**src/rtl/charmap_num_writer.sv**
```systemverilog
// Binary-to-decimal label writer for the character map.
// Double-dabbles a value, then writes four right-justified codes.
module charmap_num_writer #(
  parameter int VAL_W = 14,
  parameter int NDIG = 4,
  parameter logic [3:0] BLANK = 4'hF
) (
  input  logic             ck,
  input  logic             rst_n,
  input  logic             req_valid,
  output logic             req_ready,
  input  logic [VAL_W-1:0] req_value,
  input  logic [3:0]       req_row,
  output logic             wr_en,
  output logic [6:0]       wr_addr,
  output logic [3:0]       wr_data,
  output logic             busy,
  output logic             done
);

  localparam logic [1:0] IDLE  = 2'd0;
  localparam logic [1:0] CONV  = 2'd1;
  localparam logic [1:0] WRITE = 2'd2;

  localparam int CW = $clog2(VAL_W + 1);
  localparam logic [CW-1:0] LAST = CW'(VAL_W - 1);
  localparam logic [VAL_W-1:0] MAXV = VAL_W'(9999);
  localparam logic [1:0] LCOL = 2'(NDIG - 1);

  logic [1:0]       state;
  logic [CW-1:0]    cnt;
  logic [VAL_W-1:0] bin;
  logic [15:0]      bcd;
  logic [15:0]      adj;
  logic [15:0]      bcd_nxt;
  logic [3:0]       row;
  logic [1:0]       col;
  logic [1:0]       ncol;
  logic             seen;
  logic [3:0]       d0;
  logic [3:0]       dig;
  logic             sup;
  logic             unused;

  always_comb begin
    adj = bcd;
    for (int i = 0; i < 4; i++) begin
      if (bcd[4*i +: 4] >= 4'd5)
        adj[4*i +: 4] = bcd[4*i +: 4] + 4'd3;
    end
  end

  assign bcd_nxt = {adj[14:0], bin[VAL_W-1]};
  assign unused  = adj[15];
  assign d0      = bcd_nxt[15:12];
  assign dig     = bcd[15:12];
  assign ncol    = col + 2'd1;
  // Leading zeros blank until a nonzero digit; units always shown
  assign sup     = !seen && dig == 4'd0 && ncol != LCOL;

  assign req_ready = state == IDLE;
  assign busy      = state != IDLE;

  always_ff @(posedge ck or negedge rst_n) begin
    if (!rst_n) begin
      state   <= IDLE;
      cnt     <= '0;
      bin     <= '0;
      bcd     <= '0;
      row     <= '0;
      col     <= '0;
      seen    <= 1'b0;
      wr_en   <= 1'b0;
      wr_addr <= '0;
      wr_data <= '0;
      done    <= 1'b0;
    end else begin
      done <= 1'b0;
      unique case (state)
        IDLE: begin
          if (req_valid) begin
            state <= CONV;
            cnt   <= '0;
            bcd   <= '0;
            bin   <= (req_value > MAXV) ? MAXV : req_value;
            row   <= req_row;
          end
        end
        CONV: begin
          bcd <= bcd_nxt;
          bin <= bin << 1;
          cnt <= cnt + 1'b1;
          if (cnt == LAST) begin
            state   <= WRITE;
            col     <= '0;
            bcd     <= bcd_nxt << 4;
            seen    <= d0 != 4'd0;
            wr_en   <= 1'b1;
            wr_addr <= {row, 3'd0};
            wr_data <= (d0 == 4'd0) ? BLANK : d0;
          end
        end
        WRITE: begin
          if (col == LCOL) begin
            state <= IDLE;
            wr_en <= 1'b0;
            done  <= 1'b1;
          end else begin
            col     <= ncol;
            bcd     <= bcd << 4;
            seen    <= seen | (dig != 4'd0);
            wr_addr <= {row, 1'b0, ncol};
            wr_data <= sup ? BLANK : dig;
          end
        end
        default: state <= IDLE;
      endcase
    end
  end

endmodule

```
**config.mk**
```make
export PLATFORM = sky130hd
export DESIGN_NAME = charmap_num_writer
export DESIGN_NICKNAME = d
export VERILOG_FILES = /design/src/rtl/charmap_num_writer.sv
export SDC_FILE = /design/constraint.sdc
export NUM_CORES = 1
export LEC_CHECK = 0
export BUFFER_PORTS_ARGS = -buffer_cell sky130_fd_sc_hd__buf_2
export CAP_MARGIN = 30
export CORE_ASPECT_RATIO = 0.75
export CORE_UTILIZATION = 30
export CTS_CLUSTER_SIZE = 8
export DETAILED_ROUTE_END_ITERATION = 6
export PLACE_DENSITY_LB_ADDON = 0.3
export SLEW_MARGIN = 30
export SYNTH_ARGS = -nofsm -noshare
export SYNTH_HDL_FRONTEND = slang
export SYNTH_SLANG_ARGS = --single-unit
```
**constraint.sdc**
```tcl
create_clock -name ck -period 5.1 [get_ports ck]
set_input_delay 0.255 -clock ck [delete_from_list [all_inputs] [get_ports ck]]
set_output_delay 0.255 -clock ck [all_outputs]
set_load 0.05 [all_outputs]
```
# After elaboration in Yosys (flattened, before gate mapping)
# Index checks and enable logic that the tools add are counted.
word_totals:
  inputBits: 21
  register_bits: 56
  output_inout_bits: 15
  elab_cells: 86
op_classes:
  eq_ne: 9
  bitwise: 1
  muxes: 36
  n_lt_le_gt_ge: 5
  addsub: 6
  reduce_logical: 18
ops:
  columns: ["op", "n"]
  rows:
  - ["2-to-1 mux 16 bit", 3]
  - ["case mux 16 bit (3 select lines)", 1]
  - ["2-to-1 mux 4 bit", 8]
  - ["2-to-1 mux 14 bit", 2]
  - ["case mux 14 bit (2 select lines)", 1]
  - [">= comparator 4 x 3 -> 1 bit, second input constant", 4]
  - ["case mux 4 bit (2 select lines)", 2]
  - ["greater-than comparator 14 bit, second input constant", 1]
  - ["2-to-1 mux 7 bit", 2]
  - ["case mux 7 bit (2 select lines)", 1]
  - ["adder 4 x 2 -> 4 bit, second input constant", 3]
  - ["AND reduction 3 bit", 4]
  - ["2-to-1 mux 2 bit", 5]
  - ["inequality test 2 bit, second input constant", 5]
  - ["zero test 4 bit", 2]
  - ["nonzero test 4 bit", 2]
  - ["2-to-1 mux 1 bit", 6]
  - ["case mux 2 bit (3 select lines)", 1]
  - ["nonzero test 2 bit", 3]
  - ["adder 4 x 1 -> 4 bit, second input constant", 1]
  - ["== test 2 bit, second input constant", 2]
  - ["== test 4 bit, second input constant", 1]
  - ["case mux 1 bit (2 select lines)", 2]
  - ["case mux 2 bit (2 select lines)", 1]
  - ["other kinds (10)", 12]

# Longest topological paths before layout
# Gate-level depths: netlist (run 1).
logic_depth:
  word_depth: 6
  mapped_depth: 9
  ltp_nobuf: 7

# Least setup slack after synthesis (run 1)
# Ideal clock, no wire load.
synth_path:
  path_type: "register to register"
  start: "reg state[0]"
  end: "reg bin[10]"
  path_slack_ns: 2.826
  path_stages_with_launch: 9
  path_buffers: 1
  setup_time_ns: 0.128
  period_less_slack_ns: 2.274
  required_time_ns: 4.972
  arrival_time_ns: 2.147
  path_cell_list: "dfrtp_1 -> inv_1 -> ha_1 -> inv_1 -> nor2_1 -> nor2_1 -> clkbuf_1 -> o21ai_0 -> o21ai_0"
synth_via:
  elab_chain_len: 3
  elab_cells_between_ends: 6
  cone_classes: "eq/ne: 2; mux: 1; reduce/logical: 3"
synth_rtl:
  columns: ["element", "line_no", "rtl"]
  rows:
  - ["start: declaration", "30", "logic [1:0] state;"]
  - ["start signal: assignment", "66", "state <= IDLE;"]
  - ["start signal: assignment", "82", "state <= CONV;"]
  - ["start signal: assignment", "94", "state <= WRITE;"]
  - ["zero test 2 bit *", null, null]
  - ["named net req_ready", "11", "output logic req_ready,"]
  - ["inequality test 2 bit (no source line) / nonzero test 2 bit (equally long branches)", null, null]
  - ["AND reduction 2 bit (no source line)", null, null]
  - ["end signal: assignment", "85", "bin <= (req_value > MAXV) ? MAXV : req_value;"]
  - ["end signal: assignment", "91", "bin <= bin << 1;"]
  - ["end: declaration", "32", "logic [VAL_W-1:0] bin;"]
# Mark *: on every way through the listed nets, which the timed path passes. The rest lies on a longest branch.
# A chain may end at the register's enable or synchronous reset.

# Worst setup path in the final report (run 1)
layout_path:
  start: "reg state[1]"
  end: "reg wr_addr[3]"
layout_via:
  elab_chain_len: 3
  elab_cells_between_ends: 7
  cone_classes: "eq/ne: 4; mux: 1; reduce/logical: 2"
layout_rtl:
  columns: ["element", "line_no", "rtl"]
  rows:
  - ["== test 2 bit / == test 2 x 1 -> 1 bit (equally long branches)", "79", "unique case (state)"]
  - ["inequality test 2 bit (no source line) / nonzero test 2 bit (equally long branches)", null, null]
  - ["AND reduction 3 bit (no source line)", null, null]
  - ["end signal: assignment", "99", "wr_addr <= {row, 3'd0};"]
  - ["end signal: assignment", "112", "wr_addr <= {row, 1'b0, ncol};"]
  - ["end: declaration", "15", "output logic [6:0] wr_addr,"]
# Parallel ways exist; a longest one is shown, timed or not.

==> results of run 1 <==
stage by stage:
stage / hold slack (ps) / worst slack, ps / instance area (sq um) / instances / power, mW
6_report: 85.1 / 2430 / 3480 / 489 / 2.01
5_1_grt: 163 / 2180 / 3480 / 489 / 2.17
4_1_cts: 118 / 2010 / 3480 / 489 / 2.02
3_5_place_dp: 437 / 2030 / 3300 / 481 / 1.62
3_3_place_gp: 431 / 1990 / 3290 / 480 / 1.59
2_1_floorplan: -40.6 / 2830 / 3030 / 329 / 1.39
power by group through the flow:
stage / logic (mW) / registers [mW] / clock network [mW]
2_1_floorplan: 0.613 / 0.781 / 0
3_3_place_gp: 0.923 / 0.668 / 0
3_5_place_dp: 0.943 / 0.672 / 0
4_1_cts: 0.946 / 0.665 / 0.412
5_1_grt: 1.06 / 0.684 / 0.429
6_report: 0.944 / 0.666 / 0.397
cell type report:
class                   count  share of cell area, %
clock inverters             2                   1.08
multi-input cells         241                   44.8
flip-flops and latches     53                   38.1
repair buffers             36                   5.25
well taps                 132                   4.74
clock buffers               6                   3.99
inverters                  19                   2.05
how the worst min path moves through the flow:
| stage | from | endpoint | slack [ps] |
|---|---|---|---|
| 6_report | rst_n | wr_data[0] | 90 |
| 5_1_grt | rst_n | bcd[14] | 160 |
| 4_1_cts | rst_n | bcd[14] | 120 |
| 3_5_place_dp | rst_n | wr_data[2] | 440 |
| 3_3_place_gp | rst_n | wr_data[2] | 430 |
| 2_1_floorplan | rst_n | bcd[0] | -40 |
worst max-delay path, stage by stage, from the launching register on:
cell and delay (ps):
dfrtp_1 410, inv_1 90, ha_2 520, inv_1 330
o211ai_1 570, buf_2 300, mux2_2 340
kinds of logic (layout without fill, tap and decap cells):
| logic type | Yosys count | in the layout |
|---|---|---|
| multiplexers | 16 | 16 |
| buffers and inverters | 35 | 63 |
| AND/OR/NAND/NOR | 98 | 98 |
| flip-flops | 53 | 53 |
| adder cells (fa/ha/maj) | 17 | 17 |
| other | 1 | 1 |
| XOR/XNOR | 4 | 4 |
| AO/OA/AOI/OAI | 105 | 105 |
registers in the layout, summed over array words and instances (netlist names):
signal	flops
state	2
cnt	4
wr_data	4
bcd	16
wr_en	1
seen	1
row	4
bin	14
done	1
wr_addr	5
col	1
Yosys cell counts, drive strengths merged (8+ instances only):
cell type  count
a21oi         26
a22o           8
clkbuf        10
dfrtp         53
ha            17
inv           19
mux2           8
mux2i          8
nand2         36
nor2          22
nor3          10
nor3b          9
o21ai         36
cells in the final DEF, fill, tap and decap left out, types with 8 or more instances in the layout:
| cell type | synthesis | routed |
|---|---|---|
| nor2_1 | 22 | 22 |
| buf_2 | 2 | 35 |
| inv_1 | 19 | 19 |
| mux2_2 | 8 | 8 |
| nand2_1 | 36 | 36 |
| dfrtp_1 | 53 | 53 |
| nor3b_1 | 9 | 9 |
| nor3_1 | 10 | 10 |
| a22o_1 | 8 | 8 |
| ha_1 | 17 | 16 |
| o21ai_0 | 35 | 35 |
| mux2i_1 | 8 | 8 |
| a21oi_1 | 26 | 26 |
routing by layer:
layer / track usage (%) / up-vias / part of all wire, %
li1: - / 1235 / -
met1: 19.8 / 1204 / 53
met2: 21.1 / 59 / 42
met3: 2.87 / 8 / 4.7
met4: 3.50 / 0 / 0.88
met5: 0 / - / 0
==> impl_metrics.py, run 1 <==
metrics = {
    "synth": {
        "synth_top_flop_cell": "dfrtp_1",
        "synth_compound_area_share_pct": 21.6,
        "yosys.area_share.adder_pct": 7.01,
        "synth_xor_area_share_pct": 1.16,
        "synthMuxAreaShare_pct": 5.61,
        "synth.net_count": 367,
        "syn_avg_cell_area_sq_um": 9.22,
        "synthArstFlopShare_pct": 100,
        "yosysWarnings": 0,
        "synth_top_area_share_pct": 43.7,
        "synth.distinct_cells": 42,
        "netlist_instances": 329,
        "synth_area_leaders": "dfrtp_1 (44%), ha_1 (7.0%), o21ai_0 (5.8%)",
        "ys_seq_area_share_pct": 43.7,
        "synth-edff-count": 0,
        "ys_seq_elements": 53,
        "synth-simple-area-share_pct": 15.7,
        "yosysTopAreaCell": "dfrtp_1",
        "synth.cell_area_sq_um": 3030,
        "synth_top_family_by_area": "compound AO/OA/AOI/OAI gates",
    },
    "sta": {
        "clock_skew_ps": 5.82,
        "rsz0062_at_grt": "no",
        "max_freq_ghz": 0.374,
        "timing.final.crit_share_pct": 52.4,
        "timing.final.hold_violations": 0,
        "fin_setup_tns_ps": 0,
        "slew_viol_final": 0,
        "fin_crit_ps": 2670,
        "worstMarginPinSlew_ps": 787,
        "setup_viol": 0,
        "timing.slew.headroom_pct": 47.5,
    },
    "placement": {
        "place_congestion": 0.779,
        "hpwlAfterDp_um": 4790,
        "numPortBuffers": 34,
    },
    "setup_path": {
        "rr_worst_depth": 6,
        "arrival_ps": 2860,
        "r2r-end": "wr_addr[3]",
        "cp-startpoint": "state[1]",
        "worstSetupStartpointType": "register",
        "critPathKind": "reg -> reg",
        "endpoint": "wr_addr[3]",
        "r2r_slack_ps": 2430,
        "r2r_start": "state[1]",
        "crit_path_max_fanout": 28,
        "cp-end-kind": "register",
        "cp.required_ps": 5280,
    },
    "floorplanning": {
        "rows": 31,
        "dieArea_sq_um": 10500,
        "dieHeight_um": 89.1,
        "num_io_pins": 36,
        "die_x_um": 118,
        "start_util_pct": 31.2,
        "design.core.area_sq_um": 9740,
    },
    "global_route": {
        "grt_max_degree": 54,
        "overflow": 0,
        "grt_pass1_wl_um": 11600,
        "antenna_found_initial": 0,
        "first_global_vias": 2371,
        "gr-usage-all-layers_pct": 13.8,
    },
    "cells_and_area": {
        "drive_gt1_share_pct": 15.7,
        "diodes": 0,
        "fillers": 1010,
        "area_growth_pct": 14.8,
        "fin_util_pct": 35.8,
        "final_nets": 394,
        "multi_input_area_sq_um": 1560,
        "regArea_sq_um": 1330,
    },
    "cts": {
        "cts_tree": "done",
        "cts_setup_buffers": 0,
        "clk_path_buf_depth": 2,
        "cts-root-buf": "clkbuf_16",
        "cts_hold_buf": 0,
        "h-tree-depth": 2,
        "cts_sinks": 53,
        "clk_latency_ps": 290,
        "cts.reportedPaths.clkPinSlew_ps": 70,
        "numCtsBuffers": 5,
        "cts_resized": 0,
    },
    "power": {
        "p_clk_share_pct": 19.8,
        "netSwitchingFraction_pct": 44.7,
        "power_frac_comb_pct": 47.1,
        "power_leakage_nw": 1.56,
        "power_frac_seq_pct": 33.2,
        "ir_worst_vdd_v": 0.000205,
        "internal_power_mw": 1.11,
        "p_per_area_nw_per_um2": 576,
        "p_sw_uw": 897,
    },
    "drt": {
        "ant_nets": 0,
        "drt_pre_antenna_iters": 7,
        "drc": 0,
        "vias": 2506,
        "drt-initial-drc-count": 180,
        "viasPerCell": 5.12,
        "routed_wl_um": 6800,
        "post_drt_wl_per_cell_um": 13.9,
    },
    "worst_hold_path": {
        "hold_path_class": "in -> async",
    },
    "status": {
        "status": "finished, final reports clean",
    },
    "flow_run": {
        "drv_cap": 0,
    },
}
Note: power is estimated with default switching activity, not from simulation.
==> run 2: changes to the inputs <==
- clock period: 5.1 -> 2.55 ns (I/O delays scaled with it)
==> run 2 against run 1 <==
Net effect:
- flip-flop and latch count stayed put
- non-clock buffer count is 6 higher
- first-iteration DRC count is 21% lower
- largest cell class unchanged
==> impl_metrics.py, run 2 (synthesis gave the netlist of run 1 again) <==
metrics = {
    "status": {
        "status": "finished, final reports clean",
    },
    "power": {
        "p_per_area_nw_per_um2": 1130,
        "ir_worst_vdd_v": 0.000420,
        "power_leakage_nw": 1.58,
    },
    "setup_path": {
        "crit_path_max_fanout": 13,
        "endpoint": "col[0]",
        "worstSetupPathDepth": 7,
        "critPathKind": "reg -> reg",
        "r2r_slack_ps": 490,
        "cp.buffers_inverters": 2,
        "slowest_stage": "o21ai_0",
        "crit_chain": "inv_1, ha_1, inv_1, o21ai_0, nor3_1, a21o_1, a22o_1",
        "worstSetupStartpointType": "register",
        "cp-startpoint": "state[1]",
        "slowest_delay_ps": 470,
        "arrival_ps": 2250,
        "r2r-end": "col[0]",
        "cp.required_ps": 2740,
        "worst_path_most_repeated_cell": "inv_1",
        "critical_path.top_delay_family": "compound AO/OA/AOI/OAI gates",
        "rr_worst_depth": 7,
        "cp-end-kind": "register",
        "r2r_start": "state[1]",
    },
    "drt": {
        "drt-initial-drc-count": 142,
        "drc": 0,
        "post_drt_wl_per_cell_um": 13.8,
        "routed_wl_um": 6840,
        "drt_pre_antenna_iters": 4,
        "ant_nets": 0,
        "viasPerCell": 5.03,
        "vias": 2488,
    },
    "worst_hold_path": {
        "hold_path_class": "in -> reg",
    },
    "cts": {
        "cts.reportedPaths.clkPinSlew_ps": 80,
        "clk_path_buf_depth": 2,
        "h-tree-depth": 2,
        "cts_sinks": 53,
        "cts_tree": "done",
        "numCtsBuffers": 5,
        "cts-root-buf": "clkbuf_16",
        "clk_latency_ps": 290,
    },
    "global_route": {
        "antenna_found_initial": 0,
        "overflow": 0,
        "first_global_vias": 2380,
        "gr-usage-all-layers_pct": 14.0,
        "grt_pass1_wl_um": 11700,
        "grt_max_degree": 24,
    },
    "cells_and_area": {
        "drive_gt1_share_pct": 16.3,
        "fillers": 1006,
        "mostFrequentLayoutCell": "dfrtp_1",
        "regMostFlops": "bcd",
        "diodes": 0,
        "fin_util_pct": 36.0,
        "layout_common_cells": "dfrtp_1 (53), nand2_1 (36), o21ai_0 (35), buf_2 (34), a21oi_1 (26)",
        "area_growth_pct": 15.4,
        "final_nets": 400,
        "reg.largest.list": "bcd (16), bin (14), wr_addr (5)",
        "largest_register_ffs": 16,
    },
    "sta": {
        "fin_setup_tns_ps": 0,
        "max_freq_ghz": 0.485,
        "fin_ws_ps": 490,
        "slew_viol_final": 0,
        "clock_skew_ps": 7.72,
        "setup_viol": 0,
        "timing.slew.headroom_pct": 55.7,
        "rsz0062_at_grt": "no",
        "timing.final.crit_share_pct": 80.8,
        "timing.final.hold_violations": 0,
        "worstMarginPinSlew_ps": 662,
        "fin_crit_ps": 2060,
    },
    "floorplanning": {
        "die_x_um": 118,
        "design.core.area_sq_um": 9740,
        "rows": 31,
        "dieHeight_um": 89.1,
        "dieArea_sq_um": 10500,
        "start_util_pct": 31.2,
        "num_io_pins": 36,
    },
    "placement": {
        "numPortBuffers": 34,
        "place_congestion": 0.841,
        "hpwlAfterDp_um": 4970,
        "dp_slack_ps": 480,
    },
    "flow_run": {
        "drv_cap": 0,
    },
}
run 2: layout make-up:
cell class	count	area, sq um	share of cell area, %
Clock buffer	5	125	3.57
Clock inverter	3	26.3	0.751
Inverter	19	71.3	2.04
Multi-Input combinational cell	241	1550	44.4
Sequential cell	53	1330	37.9
Tap cell	132	165	4.72
Timing Repair Buffer	42	233	6.65
run 2: power breakdown:
part	switching [mW]	total (mW)	internal [mW]
combinational	1.29	1.93	0.635
sequential	0.197	1.33	1.13
clock	0.320	0.691	0.371
total	1.81	3.95	2.14
run 2: metrics by stage:
stage / hold WS (ps) / power [mW] / instances / area, sq um
final: 60.9 / 3.95 / 495 / 3500
after global routing: 53.3 / 4.28 / 495 / 3500
after CTS: 54.8 / 4.00 / 495 / 3500
after detailed placement: 131 / 3.29 / 486 / 3340
after global placement: 128 / 3.27 / 486 / 3340
after floorplan: -168 / 2.79 / 329 / 3030
run 2: worst register-to-register path: stages, from the launching register on:
cell and delay, ps:
dfrtp_1 410, inv_1 80, ha_1 310, inv_1 270, o21ai_0 470, nor3_1 80
a21o_1 170, a22o_1 170
run 2: what timing repair did:
action                    CTS  global route
hold buffers                1             0
hold endpoints to repair   21             0
setup buffers               0             0
resized for setup           0             0
run 2: how the worst min path moves through the flow:
stage / start / endpoint / slack [ps] / depth (start not counted)
6_report: req_row[0] / row[0] / 60 / 2
5_1_grt: req_row[0] / row[0] / 50 / 2
4_1_cts: req_row[0] / row[0] / 50 / 2
3_5_place_dp: rst_n / wr_data[3] / 130 / 1
3_3_place_gp: rst_n / wr_data[2] / 130 / 1
2_1_floorplan: rst_n / bcd[0] / -170 / 0
run 2: metal layers:
layer | wire [um] | track usage (%)
met1 | 3620 | 19.2
met2 | 2920 | 22.6
met3 | 228 | 2.87
met4 | 74 | 3.85
met5 | 0 | 0
